File: src/rtl/axi_arb_pkg.sv
// Shared types and helpers for the burst-read arbiter.
package axi_arb_pkg;

  // Arbiter FSM states: waiting for a request, presenting the address, streaming beats.
  typedef enum logic [1:0] {
    IDLE = 2'd0,
    ADDR = 2'd1,
    DATA = 2'd2
  } arb_state_e;

  // Width of a requester index; never narrower than one bit.
  function automatic int idx_w(input int num_req);
    return (num_req > 1) ? $clog2(num_req) : 1;
  endfunction

endpackage

File: src/rtl/rr_arbiter.sv
// Round-robin pick of a request vector against a rotating priority pointer.
// The pointer moves to one past the index that just won, wrapping at NUM_REQ.
module rr_arbiter
  import axi_arb_pkg::*;
#(
  parameter int NUM_REQ = 2,
  localparam int IW = idx_w(NUM_REQ)
) (
  input  logic               clk_i,
  input  logic               rst_ni,
  input  logic [NUM_REQ-1:0] req_i,
  input  logic               advance_i,
  input  logic [IW-1:0]      adv_idx_i,
  output logic [IW-1:0]      pick_o,
  output logic               any_req_o
);

  localparam logic [IW:0]   NUM_REQ_W = (IW+1)'(NUM_REQ);
  localparam logic [IW-1:0] LAST_IDX  = IW'(NUM_REQ - 1);

  logic [IW-1:0]        ptr_q;
  logic [IW-1:0]        ptr_d;
  logic [2*NUM_REQ-1:0] req_dbl;
  logic [IW-1:0]        off;
  logic [IW:0]          sum;

  // First requester at or after the pointer: rotate the doubled vector, find the
  // lowest set bit, then add the pointer back modulo NUM_REQ.
  always_comb begin
    req_dbl = {req_i, req_i} >> ptr_q;
    off     = '0;
    for (int k = NUM_REQ - 1; k >= 0; k--) begin
      if (req_dbl[k]) off = IW'(k);
    end
    sum = {1'b0, ptr_q} + {1'b0, off};
    if (sum >= NUM_REQ_W) sum = sum - NUM_REQ_W;
    pick_o    = sum[IW-1:0];
    any_req_o = |req_i;
  end

  // Next pointer: one past the winner, wrapping at NUM_REQ (not a power of two).
  assign ptr_d = (adv_idx_i == LAST_IDX) ? '0 : adv_idx_i + IW'(1);

  // Pointer register, advanced only when a granted address is accepted downstream.
  always_ff @(posedge clk_i or negedge rst_ni) begin
    if (!rst_ni) begin
      ptr_q <= '0;
    end else if (advance_i) begin
      ptr_q <= ptr_d;
    end
  end

endmodule

File: src/rtl/axi_readn_arbiter.sv
// Shares one downstream burst-read port among NUM_REQ requesters. A grant is held
// from the AR handshake through the rlast handshake; the end of a burst is taken
// from rlast only, arlenw is passed through and never counted.
//
// Handshakes: every channel transfers on a cycle where valid and ready are both
// high. Address and R channels of the granted requester are wired straight
// through combinationally, so beats can flow every cycle with no bubble. Ungranted
// requesters see arready/rvalid/rlast held at 0 and their requests stay pending.
module axi_readn_arbiter
  import axi_arb_pkg::*;
#(
  parameter int NUM_REQ          = 2,
  parameter int AXI_ADDR_WIDTH   = 20,
  parameter int AXI_DATA_WIDTH   = 16,
  parameter int AXI_ARLENW_WIDTH = 8
) (
  input  logic                                 axi_clk,
  input  logic                                 axi_resetn,
  input  logic [NUM_REQ*AXI_ADDR_WIDTH-1:0]    in_axi_araddr,
  input  logic [NUM_REQ*AXI_ARLENW_WIDTH-1:0]  in_axi_arlenw,
  input  logic [NUM_REQ-1:0]                   in_axi_arvalid,
  output logic [NUM_REQ-1:0]                   in_axi_arready,
  output logic [NUM_REQ*AXI_DATA_WIDTH-1:0]    in_axi_rdata,
  output logic [NUM_REQ*2-1:0]                 in_axi_rresp,
  output logic [NUM_REQ-1:0]                   in_axi_rvalid,
  output logic [NUM_REQ-1:0]                   in_axi_rlast,
  input  logic [NUM_REQ-1:0]                   in_axi_rready,
  output logic [AXI_ADDR_WIDTH-1:0]            out_axi_araddr,
  output logic [AXI_ARLENW_WIDTH-1:0]          out_axi_arlenw,
  output logic                                 out_axi_arvalid,
  input  logic                                 out_axi_arready,
  input  logic [AXI_DATA_WIDTH-1:0]            out_axi_rdata,
  input  logic [1:0]                           out_axi_rresp,
  input  logic                                 out_axi_rvalid,
  input  logic                                 out_axi_rlast,
  output logic                                 out_axi_rready,
  output logic [1:0]                           dbg_state_o
);

  localparam int IW = idx_w(NUM_REQ);
  localparam int AW = AXI_ADDR_WIDTH;
  localparam int LW = AXI_ARLENW_WIDTH;

  arb_state_e    state_q;
  logic [IW-1:0] grant_q;
  logic [IW-1:0] pick;
  logic          any_req;
  logic          sel_arvalid;
  logic          sel_rready;
  logic          ar_hs;
  logic          burst_done;

  logic [AW-1:0] req_addr [NUM_REQ];
  logic [LW-1:0] req_len  [NUM_REQ];

  // Split the flat per-requester address/length buses into indexable arrays.
  always_comb begin
    for (int i = 0; i < NUM_REQ; i++) begin
      req_addr[i] = in_axi_araddr[i*AW +: AW];
      req_len[i]  = in_axi_arlenw[i*LW +: LW];
    end
  end

  assign sel_arvalid = in_axi_arvalid[grant_q];
  assign sel_rready  = in_axi_rready[grant_q];
  assign ar_hs       = (state_q == ADDR) && sel_arvalid && out_axi_arready;
  assign burst_done  = (state_q == DATA) && out_axi_rvalid && sel_rready && out_axi_rlast;

  rr_arbiter #(
    .NUM_REQ (NUM_REQ)
  ) u_rr (
    .clk_i     (axi_clk),
    .rst_ni    (axi_resetn),
    .req_i     (in_axi_arvalid),
    .advance_i (ar_hs),
    .adv_idx_i (grant_q),
    .pick_o    (pick),
    .any_req_o (any_req)
  );

  // Grant FSM: register the pick in IDLE, hold it until the rlast handshake.
  // A granted requester withdrawing arvalid in ADDR aborts back to IDLE and
  // leaves the pointer where it was.
  always_ff @(posedge axi_clk or negedge axi_resetn) begin
    if (!axi_resetn) begin
      state_q <= IDLE;
      grant_q <= '0;
    end else begin
      case (state_q)
        IDLE: begin
          if (any_req) begin
            grant_q <= pick;
            state_q <= ADDR;
          end
        end
        ADDR: begin
          if (!sel_arvalid) begin
            state_q <= IDLE;
          end else if (out_axi_arready) begin
            state_q <= DATA;
          end
        end
        DATA: begin
          if (burst_done) state_q <= IDLE;
        end
        default: state_q <= IDLE;
      endcase
    end
  end

  // Route handshake signals between the granted slice and the downstream port.
  always_comb begin
    in_axi_arready  = '0;
    in_axi_rvalid   = '0;
    in_axi_rlast    = '0;
    out_axi_arvalid = 1'b0;
    out_axi_rready  = 1'b0;
    case (state_q)
      ADDR: begin
        out_axi_arvalid         = sel_arvalid;
        in_axi_arready[grant_q] = out_axi_arready;
      end
      DATA: begin
        in_axi_rvalid[grant_q] = out_axi_rvalid;
        in_axi_rlast[grant_q]  = out_axi_rlast;
        out_axi_rready         = sel_rready;
      end
      default: ;
    endcase
  end

  assign out_axi_araddr = req_addr[grant_q];
  assign out_axi_arlenw = req_len[grant_q];

  // Data and response are broadcast unqualified; only the granted rvalid marks them.
  assign in_axi_rdata = {NUM_REQ{out_axi_rdata}};
  assign in_axi_rresp = {NUM_REQ{out_axi_rresp}};

  assign dbg_state_o = state_q;

endmodule

File: config.mk
export PLATFORM = sky130hd
export DESIGN_NAME = axi_readn_arbiter
export DESIGN_NICKNAME = d
export VERILOG_FILES = /design/src/rtl/axi_arb_pkg.sv /design/src/rtl/rr_arbiter.sv /design/src/rtl/axi_readn_arbiter.sv
export SDC_FILE = /design/constraint.sdc
export NUM_CORES = 1
export LEC_CHECK = 0
export ABC_CLOCK_PERIOD_IN_PS = 2000
export BUFFER_PORTS_ARGS = -buffer_cell sky130_fd_sc_hd__buf_2
export CAP_MARGIN = 15
export CORE_AREA = 2 2 61 63
export DETAILED_ROUTE_END_ITERATION = 12
export DIE_AREA = 0 0 63 65
export PLACE_DENSITY = 0.78
export SLEW_MARGIN = 20
export SYNTH_ARGS = -nofsm -noshare
export SYNTH_HDL_FRONTEND = slang
export SYNTH_SLANG_ARGS = --single-unit
export TNS_END_PERCENT = 30
File: constraint.sdc
create_clock -name axi_clk -period 2 [get_ports axi_clk]
set_input_delay 0.6 -clock axi_clk [delete_from_list [all_inputs] [get_ports axi_clk]]
set_output_delay 0.6 -clock axi_clk [all_outputs]
set_load 0.005 [all_outputs]
==> impl_metrics.json <==
{
  "wl_um": 2320,
  "crit_path_cell_trace": "buf_12 > mux2_2 > buf_2",
  "max_freq_ghz": 0.525,
  "netlist-cell-type-count": 17,
  "outcome": "finished clean",
  "placed_cells_incl_taps": 211,
  "count_of_pins_over_their_slew_limit": 0,
  "multi_input_combinational_cell_area_um2": 460,
  "flip_flop_and_latch_count_after_synthesis": 4,
  "synth.yosys.seq_area_share_pct": 11.6,
  "tritoncts_num_sinks": 4,
  "antenna_left": 0,
  "antenna_cells_inserted": 0,
  "cpLargestDelayFamily": "flip-flops",
  "dieHeight_um": 65,
  "post-route-min-period_ns": 1.91,
  "mostFrequentLayoutCell": "buf_2",
  "fin_nets": 251,
  "initial_core_util_pct": 24.6,
  "floorplan.io_pins": 157,
  "dr.first_iter.drc_count": 8,
  "grt_pass1_vias": 813,
  "filler_cell_count": 395,
  "place_worst_setup_slack_ns": 0.276,
  "holdWs_ns": 0.164,
  "syn_area_um2": 860,
  "fp-row-count": 22,
  "hold_class": "input pin to async pin",
  "largest_incremental_delay_on_the_critical_path_ns": 0.36,
  "drive_gt1_share_pct": 82.5,
  "clock_pin_slew_on_the_worst_setup_and_hold_paths_ns": 0.04,
  "max_cap_viols": 0,
  "layout.core_utilization_pct": 33.9,
  "areaGrowthSynthToFinish_pct": 37.8,
  "syn-mean-instance-area_um2": 8.68,
  "largest_net_degree_at_the_start_of_global_routing": 37,
  "critical_path.endpoint_type": "output port",
  "drt_pre_antenna_iters": 2,
  "leakagePower_nw": 0.659,
  "io_buffers": 102,
  "place.detailed.hpwl_um": 1960,
  "vdd_ir_drop_max_uv": 437,
  "synth_fp_nets": 182,
  "report.final.setup_viol": 0,
  "cts_buffer_depth": 2,
  "cts_inserted_buffers": 3,
  "power_per_standard_cell_area_mw_per_mm2": 975,
  "placeable_area_mm2": 0.00350,
  "worst_clock_skew_ns": 0.00101,
  "mostFrequentLayoutCells": "buf_2 (102), mux2_2 (28), nor2_1 (9), nand2_1 (4), dfrtp_1 (4)",
  "final_hold_viol_count": 0,
  "critical_path.slowest_cell": "dfrtp_1",
  "worstSkewPairLatency_ns": 0.23,
  "setup-tns-final_ns": 0,
  "netlist_instances": 99,
  "worst-path-stages": 3,
  "synthesis.yosys.warnings": 0,
  "unrepaired_setup_endpoints_after_global_routing": "no",
  "drc": 0,
  "max_slew.worst_pin.slew_ns": 0.225,
  "crit_path_start_kind": "flip-flop",
  "routed_wl_per_cell_um": 10.9,
  "dieArea_mm2": 0.00410,
  "cts_tree": "done",
  "route.vias.total": 899,
  "critPathArrivalTime_ns": 1.31,
  "grt_pass1_wl_um": 3280,
  "fin_ws_ns": 0.0945,
  "worst-path-buf-inv": 2,
  "worstRegToRegCells": 5,
  "detail_route.vias_per_cell": 4.20,
  "crit_type": "flip-flop to output port",
  "relSlewSlack_pct": 84.9,
  "cts.htree.levels": 1,
  "post_layout_nonfiller_instances": 214,
  "dieWidth_um": 63,
  "number_of_antenna_violations_at_the_first_check_in_global_routing": 0,
  "overflow_left_after_global_routing": 0,
  "layout_worst_path_cycle_share_pct": 95.3,
  "clock_tree.root_cell": "clkbuf_4",
  "critical_path_maximum_fanout": 36,
  "post_cts_setup_driven_buffer_insertion_count": 0,
  "grt_util_all_layers_pct": 10.1,
  "final-seq-area_um2": 100,
  "gp_congestion": 0.716,
  "cp_data_required_time_ns": 1.40
}
## metal layers
layer / part of all wire [%] / wire [um] / GRT usage (%)
met3: 16 / 362 / 3.99
met1: 31 / 729 / 8.32
met4: 1.9 / 43 / 6.39
met5: 0 / 0 / 0
met2: 51 / 1190 / 19.8
## sequential cells by signal (all words and copies together) (netlist names)
| register | count |
|---|---|
| grant_q | 1 |
| u_rr.ptr_q | 1 |
| dbg_state_o | 2 |
## stage by stage
step / instance area (um^2) / power (W)
3_5_place_dp: 1160 / 0.00106
2_1_floorplan: 860 / 0.000772
5_1_grt: 1180 / 0.00126
4_1_cts: 1180 / 0.00117
6_report: 1180 / 0.00116
3_3_place_gp: 1160 / 0.00105
## worst paths after layout
kind,startpoint,endpoint,slack (ns)
worst min register to register,dbg_state_o[1],dbg_state_o[0],0.55
worst min-delay path,axi_resetn,grant_q,0.16
worst max-delay path,grant_q,out_axi_araddr[7],0.09
max in group asynchronous,axi_resetn,u_rr.ptr_q,1.72
min in group axi_clk,dbg_state_o[1],dbg_state_o[0],0.55
worst max register to register,grant_q,dbg_state_o[0],0.69
## area by class of cell
type | count | share of cell area, %
clock buffer | 3 | 1.90
tap | 48 | 5.07
multi-input combinational | 54 | 38.9
inverter | 1 | 0.317
timing repair buffer | 104 | 45.4
sequential | 4 | 8.45
## synth_stat cells
cell	n	share of area, %
nor2_1	9	3.9
buf_4	39	34
dfrtp_1	4	12
inv_1	1	0.44
nor2b_1	2	1.5
mux2i_1	1	1.2
nor3b_1	1	0.87
mux2i_2	1	1.6
o22a_1	1	1.0
o31ai_1	1	0.87
buf_2	1	0.58
o21ai_0	3	1.7
mux2_2	28	37
nand2_1	4	1.7
nand3b_1	1	0.87
a31oi_1	1	0.73
a21oi_1	1	0.58
## cell families after synthesis
kind of cell | count (synthesis) | synth area share (%)
multiplexers | 30 | 39.4
AO/OA/AOI/OAI | 7 | 4.95
AND/OR/NAND/NOR | 17 | 8.88
flip-flops | 4 | 11.6
buffers and inverters | 41 | 35.1
## report_power, final
| group | leakage, nW | internal [W] | switching [W] |
|---|---|---|---|
| clock | 0.0138 | 0.0000671 | 0.0000327 |
| sequential | 0.0493 | 0.000122 | 0.0000491 |
| combinational | 0.596 | 0.000518 | 0.000366 |
| total | 0.659 | 0.000708 | 0.000448 |
## repair_timing
item	CTS	global route
endpoints found under the setup margin	0	3
resized for setup	0	1
hold buffers	0	0
(Power assumes the default switching activity.)
